File: config.mk
export PLATFORM = sky130hd
export DESIGN_NAME = chunked_add_seq
export DESIGN_NICKNAME = d
export VERILOG_FILES = /design/src/rtl/add_seq_pkg.sv /design/src/rtl/adder_slice.sv /design/src/rtl/chunked_add_seq.sv
export SDC_FILE = /design/constraint.sdc
export NUM_CORES = 1
export LEC_CHECK = 0
export CAP_MARGIN = 20
export CORE_MARGIN = 2
export CORE_UTILIZATION = 41
export DETAILED_ROUTE_END_ITERATION = 10
export GPL_TIMING_DRIVEN = 1
export PLACE_DENSITY = 0.76
export SYNTH_ARGS = -nofsm -noshare
export SYNTH_HDL_FRONTEND = slang
export SYNTH_SLANG_ARGS = --single-unit
File: constraint.sdc
create_clock -name clk -period 3.4 [get_ports clk]
set_clock_uncertainty 0.05 [all_clocks]
set_input_delay 0.68 -clock clk [delete_from_list [all_inputs] [get_ports clk]]
set_output_delay 0.68 -clock clk [all_outputs]
set_load 0.005 [all_outputs]
File: src/rtl/add_seq_pkg.sv
// Shared state encoding and sizing helper for the sequential chunked adder.
package add_seq_pkg;

    typedef enum logic [1:0] {
        ST_IDLE = 2'd0,
        ST_RUN  = 2'd1,
        ST_DONE = 2'd2
    } state_t;

    // Index counter width: clog2(n), never narrower than one bit.
    function automatic int unsigned idx_w(input int unsigned n);
        return (n <= 2) ? 1 : $clog2(n);
    endfunction

endpackage

File: src/rtl/adder_slice.sv
// Combinational W-bit ripple-carry adder built from full-adder cells.
module adder_slice #(
    parameter int unsigned W = 3
) (
    input  logic [W-1:0] a,
    input  logic [W-1:0] b,
    input  logic         cin,
    output logic [W-1:0] sum,
    output logic         cout
);

    always_comb begin
        logic c;
        sum = '0;
        c   = cin;
        for (int unsigned i = 0; i < W; i++) begin
            sum[i] = a[i] ^ b[i] ^ c;
            c      = (a[i] & b[i]) | (c & (a[i] ^ b[i]));
        end
        cout = c;
    end

endmodule

File: src/rtl/chunked_add_seq.sv
// Multi-cycle wide adder: one shared SLICE_W-bit slice walks the operands
// over NSLICE cycles, carrying between slices in a register.
module chunked_add_seq
    import add_seq_pkg::*;
#(
    parameter int unsigned OP_W    = 12,
    parameter int unsigned SLICE_W = 3
) (
    input  logic            clk,
    input  logic            rst_n,
    input  logic            in_valid,
    output logic            in_ready,
    input  logic [OP_W-1:0] a,
    input  logic [OP_W-1:0] b,
    input  logic            cin,
    output logic            out_valid,
    input  logic            out_ready,
    output logic [OP_W-1:0] sum,
    output logic            cout,
    output logic            busy
);

    localparam int unsigned NSLICE = (SLICE_W < 1) ? 1 : OP_W / SLICE_W;
    localparam int unsigned IDX_W  = idx_w(NSLICE);
    localparam logic [IDX_W-1:0] LAST = IDX_W'(NSLICE - 1);

    if (SLICE_W < 1 || (OP_W % SLICE_W) != 0) begin : g_bad_params
        $error("chunked_add_seq: OP_W must be a non-zero multiple of SLICE_W");
    end

    state_t             state, nxt;
    logic [IDX_W-1:0]   idx;
    logic               carry;
    logic [OP_W-1:0]    a_reg, b_reg, sum_reg;
    logic               cout_reg;
    logic [SLICE_W-1:0] a_sl, b_sl, s_sl;
    logic               c_sl;

    always_ff @(posedge clk or negedge rst_n) begin
        if (!rst_n) state <= ST_IDLE;
        else        state <= nxt;
    end

    always_comb begin
        nxt = state;
        case (state)
            ST_IDLE: if (in_valid)   nxt = ST_RUN;
            ST_RUN:  if (idx == LAST) nxt = ST_DONE;
            ST_DONE: if (out_ready)  nxt = ST_IDLE;
            default:                 nxt = ST_IDLE;
        endcase
    end

    always_comb begin
        in_ready  = (state == ST_IDLE);
        out_valid = (state == ST_DONE);
        busy      = (state == ST_RUN) || (state == ST_DONE);
        sum       = sum_reg;
        cout      = cout_reg;
    end

    // Constant-index mux avoids a variable part-select on the operand regs.
    always_comb begin
        a_sl = '0;
        b_sl = '0;
        for (int unsigned i = 0; i < NSLICE; i++) begin
            if (idx == IDX_W'(i)) begin
                a_sl = a_reg[i*SLICE_W +: SLICE_W];
                b_sl = b_reg[i*SLICE_W +: SLICE_W];
            end
        end
    end

    adder_slice #(.W(SLICE_W)) u_slice (
        .a    (a_sl),
        .b    (b_sl),
        .cin  (carry),
        .sum  (s_sl),
        .cout (c_sl)
    );

    always_ff @(posedge clk or negedge rst_n) begin
        if (!rst_n) begin
            idx      <= '0;
            carry    <= 1'b0;
            a_reg    <= '0;
            b_reg    <= '0;
            sum_reg  <= '0;
            cout_reg <= 1'b0;
        end else begin
            case (state)
                ST_IDLE: begin
                    if (in_valid) begin
                        a_reg <= a;
                        b_reg <= b;
                        carry <= cin;
                        idx   <= '0;
                    end
                end
                ST_RUN: begin
                    for (int unsigned i = 0; i < NSLICE; i++) begin
                        if (idx == IDX_W'(i)) sum_reg[i*SLICE_W +: SLICE_W] <= s_sl;
                    end
                    carry <= c_sl;
                    if (idx == LAST) cout_reg <= c_sl;
                    else             idx      <= idx + 1'b1;
                end
                ST_DONE: begin
                    if (out_ready) begin
                        carry <= 1'b0;
                        idx   <= '0;
                    end
                end
                default: ;
            endcase
        end
    end

endmodule

After elaboration in Yosys (flattened, before gate mapping). Cells that the tools add are included.

Register bits after elaboration: 42. Input bits: 29. Output and inout bits: 16. Logic and storage cells: 65.

$add $sub $neg: 1. Equality and inequality tests: 9. Multiplexer cells: 18. Bitwise gates (word level): 15. Reductions and logical operators: 12.

Operator list (number): $mux W3 (8); $pmux W2 S3 (2); $mux W2 (5); $reduce_and A2 Y1 (5); $and A1 B1 Y1 (6); $eq A2 B2 Y1 const B (3); $reduce_and A3 Y1 (2); $xor A1 B1 Y1 (6); $eq A2 B1 Y1 const B (2); $logic_not A2 Y1 (2); $ne A2 B1 Y1 const B (2); $ne A2 B2 Y1 const B (2); $reduce_and A4 Y1 (1); $or A1 B1 Y1 (3); $pmux W1 S3 (1); $reduce_bool A3 Y1 (1); $add A2 B1 Y2 const B (1); $mux W1 (2); $logic_or A1 B1 Y1 (1).

Depth between registers and ports, before layout.
Depth in word-level cells: 13. Depth in mapped cells: 12. Depth with buffers taken out: 11.

Cells and area by module. From an unflattened synthesis, not the netlist that was laid out.

Cell total of the unflattened synthesis: 159. Area total of the unflattened synthesis: 2025.7 um^2.

By module, submodules not included: chunked_add_seq (instances 1, cells an instance 146, area each 1928.1 um^2, sequential area each 1051.0 um^2); adder_slice (instances 1, cells an instance 13, area each 97.6 um^2, sequential area each 0.0 um^2).

Worst setup path before layout. No wires, ideal clock.

Path type: flip-flop to flip-flop. Start: reg idx[0]. End: reg sum_reg[11], in the netlist sum[11]. Setup time: 0.125 ns. Arrival time: 2.554 ns. Path slack: 0.672 ns. Stages on the path, launching flop included: 12. Buffers on the path: 1. Clock period less this slack: 2.728 ns. Cell sequence: dfrtp_1 -> inv_1 -> ha_1 -> buf_2 -> a21oi_1 -> o21ai_0 -> a22oi_1 -> fa_1 -> inv_1 -> fa_1 -> fa_1 -> mux2_2.

Longest elaborated chain between the ends: 11. Elaborated cells between the ends (all ways): 23.

Ends and longest elaborated chain: start: declaration (line chunked_add_seq.sv:32) `logic [IDX_W-1:0] idx;`; start signal: assignment (line chunked_add_seq.sv:106) `else idx <= idx + 1'b1;`; $logic_not A2 Y1 (line chunked_add_seq.sv:67) `if (idx == IDX_W'(i)) begin`; $mux W3 (4 in series) (line chunked_add_seq.sv:67); $xor A1 B1 Y1 (line adder_slice.sv:18) `c = (a[i] & b[i]) | (c & (a[i] ^ b[i]));`; $and A1 B1 Y1 (line adder_slice.sv:18); $or A1 B1 Y1 (line adder_slice.sv:18); $and A1 B1 Y1 (line adder_slice.sv:18); $or A1 B1 Y1 (line adder_slice.sv:18); $xor A1 B1 Y1 (*) (line adder_slice.sv:17) `sum[i] = a[i] ^ b[i] ^ c;`; named net s_sl[2] (line chunked_add_seq.sv:36) `logic [SLICE_W-1:0] a_sl, b_sl, s_sl;`; end signal: indexed assignment (line chunked_add_seq.sv:102) `if (idx == IDX_W'(i)) sum_reg[i*SLICE_W +: SLICE_W] <= s_sl;`; end: declaration (line chunked_add_seq.sv:34) `logic [OP_W-1:0] a_reg, b_reg, sum_reg;`.

The timed path passes the listed nets; every way through them passes the cells marked *. A chain may end at the register's enable or synchronous reset.

Worst setup path after layout.
Start: reg idx[0]. End: reg sum_reg[5], in the netlist sum[5].

The elaborated chain is that of the path after synthesis.

==> results.cfg <==
[power]
irDropWorstVdd_mv = 0.534
p_clk_frac = 0.181
p_leak_nw = 1.17
p_sw_w = 0.000887
p_sw_frac = 0.335
p_int_w = 0.00176
seq_power_share = 0.338
p_per_area_nw_per_um2 = 991
combPwrFrac = 0.482

[clock_tree]
cts_tree = done
cts_made_buffers = 5
ctsHoldBuffers = 0
h-tree-depth = 2
clkTransAtPathRegs_ps = 80
post_cts_buffers = 0
cts_sinks = 42
clock_path_buffers = 2
cts_resized = 0
clock_latency_ps = 290
cts_root_buf = clkbuf_8

[sta]
finalSetupTns_ps = 0
hold_viol = 0
min_period_ps = 2970
slew_violations = 0
setup-violations-final = 0
max_freq_mhz = 336
slew_headroom = 0.384
rsz0062_at_grt = no
finalCritPeriodShare = 0.874
setup_ws_ps = 427
tightestPinTransition_ps = 924

[route]
routed_wl_mm = 3.90
drt_pass1_iterations = 4
vias = 1407
drc_errors = 0
wl_per_cell_um = 13.9
final_antenna_net_count = 0
vias_per_cell = 5.03
first_iter_violations = 113

[yosys]
synthCells = 168
yosysUniqueCellTypes = 30
ys_ff_latch = 42
synth_common_cells = dfrtp_1, mux2_2, nand2_1
netlist_area_um2 = 2060
synth_ff_type = dfrtp_1
synth.yosys.warnings = 0
synth_most_common_cell = dfrtp_1
avgSynthCellArea_um2 = 12.3
synth_top_cell_area_share = 0.510
synth_area_leader_cell = dfrtp_1
async_flop_share = 1.00
synthTopCellsByArea = dfrtp_1, mux2_2, ha_1
synth-edff-count = 0
synthesis.nets = 208
synth_seq_area_share = 0.510

[critical_path]
start_kind = register
crit_chain = inv_1 > ha_1 > a21oi_1 > o21ai_0 > a22oi_1 > fa_1 > inv_1 > fa_1 > fa_1 > mux2_2
critical_path_required_ps = 3540
cp-end-kind = register
worstPathArrival_ps = 3110
cp_top_family = adder cells
max_stage_delay_ps = 500
worstSetupPathType = register to register
cp_max_fo = 13
critPathBufInv = 2
critPathSlowestCell = fa_1
cpMostUsedCell = fa_1

[global_routing]
grt.total_usage = 0.150
grt_antenna_before_repair = 0
grt_pass1_wl_mm = 6.23
grt_pass1_vias = 1326
overflow = 0
grt_max_degree = 43

[die]
core_um2 = 4790
ios = 45
start_util = 0.430
fp.dieH_um = 74.9
die-area_um2 = 5610
num_rows = 25
chipWidth_um = 74.9

[finish]
drive_gt1_frac = 0.235
fin_area_um2 = 2670
nets = 252
fillers = 422
area_growth_pct = 29.7
diodes = 0

[hold_path]
hold_path_class = register to register

[placed_design]
pre_cts_slack_ps = 467
gp_congestion = 0.788
place_area_um2 = 2530
dp_hpwl_mm = 2.89
io_buffers = 44

[status]
status = complete, no violations

[flow_run]
cap_violations = 0
stage by stage:
step	instances	utilization	hold WS, ps	power (W)
floorplan	168	-	334	0.00174
global placement	272	0.528	409	0.00214
detailed placement	272	0.528	422	0.00219
CTS	280	0.558	440	0.00267
global route	280	0.558	478	0.00284
finish	280	0.558	433	0.00265
final cells by class:
type / instances / area, um^2 / area share
sequential: 42 / 1050 / 0.393
multi-input combinational: 107 / 913 / 0.342
timing repair buffer: 44 / 435 / 0.163
tap: 67 / 83.8 / 0.0314
clock buffer: 6 / 82.6 / 0.0309
clock inverter: 2 / 60.1 / 0.0225
inverter: 12 / 45.0 / 0.0169
tightest hold or removal path: stages (launching register included):
cell and delay, ps:
dfrtp_1 350, nand2_1 40, o21ai_0 60
cell families (layout without fill, tap and decap cells):
kind of cell,Yosys count,in the layout,synth area share
DFF,42,42,0.510
muxes,35,35,0.191
AOI/OAI and AO/OA,32,32,0.0917
and+or+nand+nor,29,29,0.0832
buffers and inverters,19,64,0.0462
adders and majority gates,11,11,0.0778
path summary, 6_finish.rpt:
check                                   start                   end  slack, ps  depth (start not counted)
max in group asynchronous               rst_n  b_reg[1]$_DFFE_PN0P_       2240                          1
min in group asynchronous               rst_n    sum[3]$_DFFE_PN0P_        460                          1
max reg2reg                idx[0]$_DFFE_PN0P_    sum[5]$_DFFE_PN0P_        430                         10
max                        idx[0]$_DFFE_PN0P_    sum[5]$_DFFE_PN0P_        430                         10
min                        sum[6]$_DFFE_PN0P_    sum[6]$_DFFE_PN0P_        430                          2
min reg2reg                sum[6]$_DFFE_PN0P_    sum[6]$_DFFE_PN0P_        430                          2
routing by layer:
layer	GRT usage	up-vias	wire (um)
li1	-	677	-
met1	0.207	685	1770
met2	0.231	39	1890
met3	0.0482	6	204
met4	0.0357	0	38
met5	0	-	0
power groups by stage:
stage / sequential [W] / combinational, W / clock, W
after floorplan: 0.000866 / 0.000874 / 0
after detailed placement: 0.000906 / 0.00128 / 0
after CTS: 0.000896 / 0.00129 / 0.000486
after global routing: 0.000923 / 0.00141 / 0.000508
final: 0.000895 / 0.00128 / 0.000478
after global placement: 0.000898 / 0.00125 / 0
cells in the final DEF, fill, tap and decap left out, drive strengths merged, types with 2 or more instances in the layout:
cell type,netlist,final
nand3,3,3
and2b,2,2
bufinv,0,2
o21ai,10,10
nand2,15,15
a21oi,13,13
ha,8,8
dfrtp,42,42
a22oi,2,2
clkbuf,0,6
a22o,4,4
nor3,3,3
inv,12,12
clkdlybuf4s50,0,43
mux2,34,34
fa,3,3
nor2b,2,2
No activity file was read; power rests on OpenSTA's default activity.
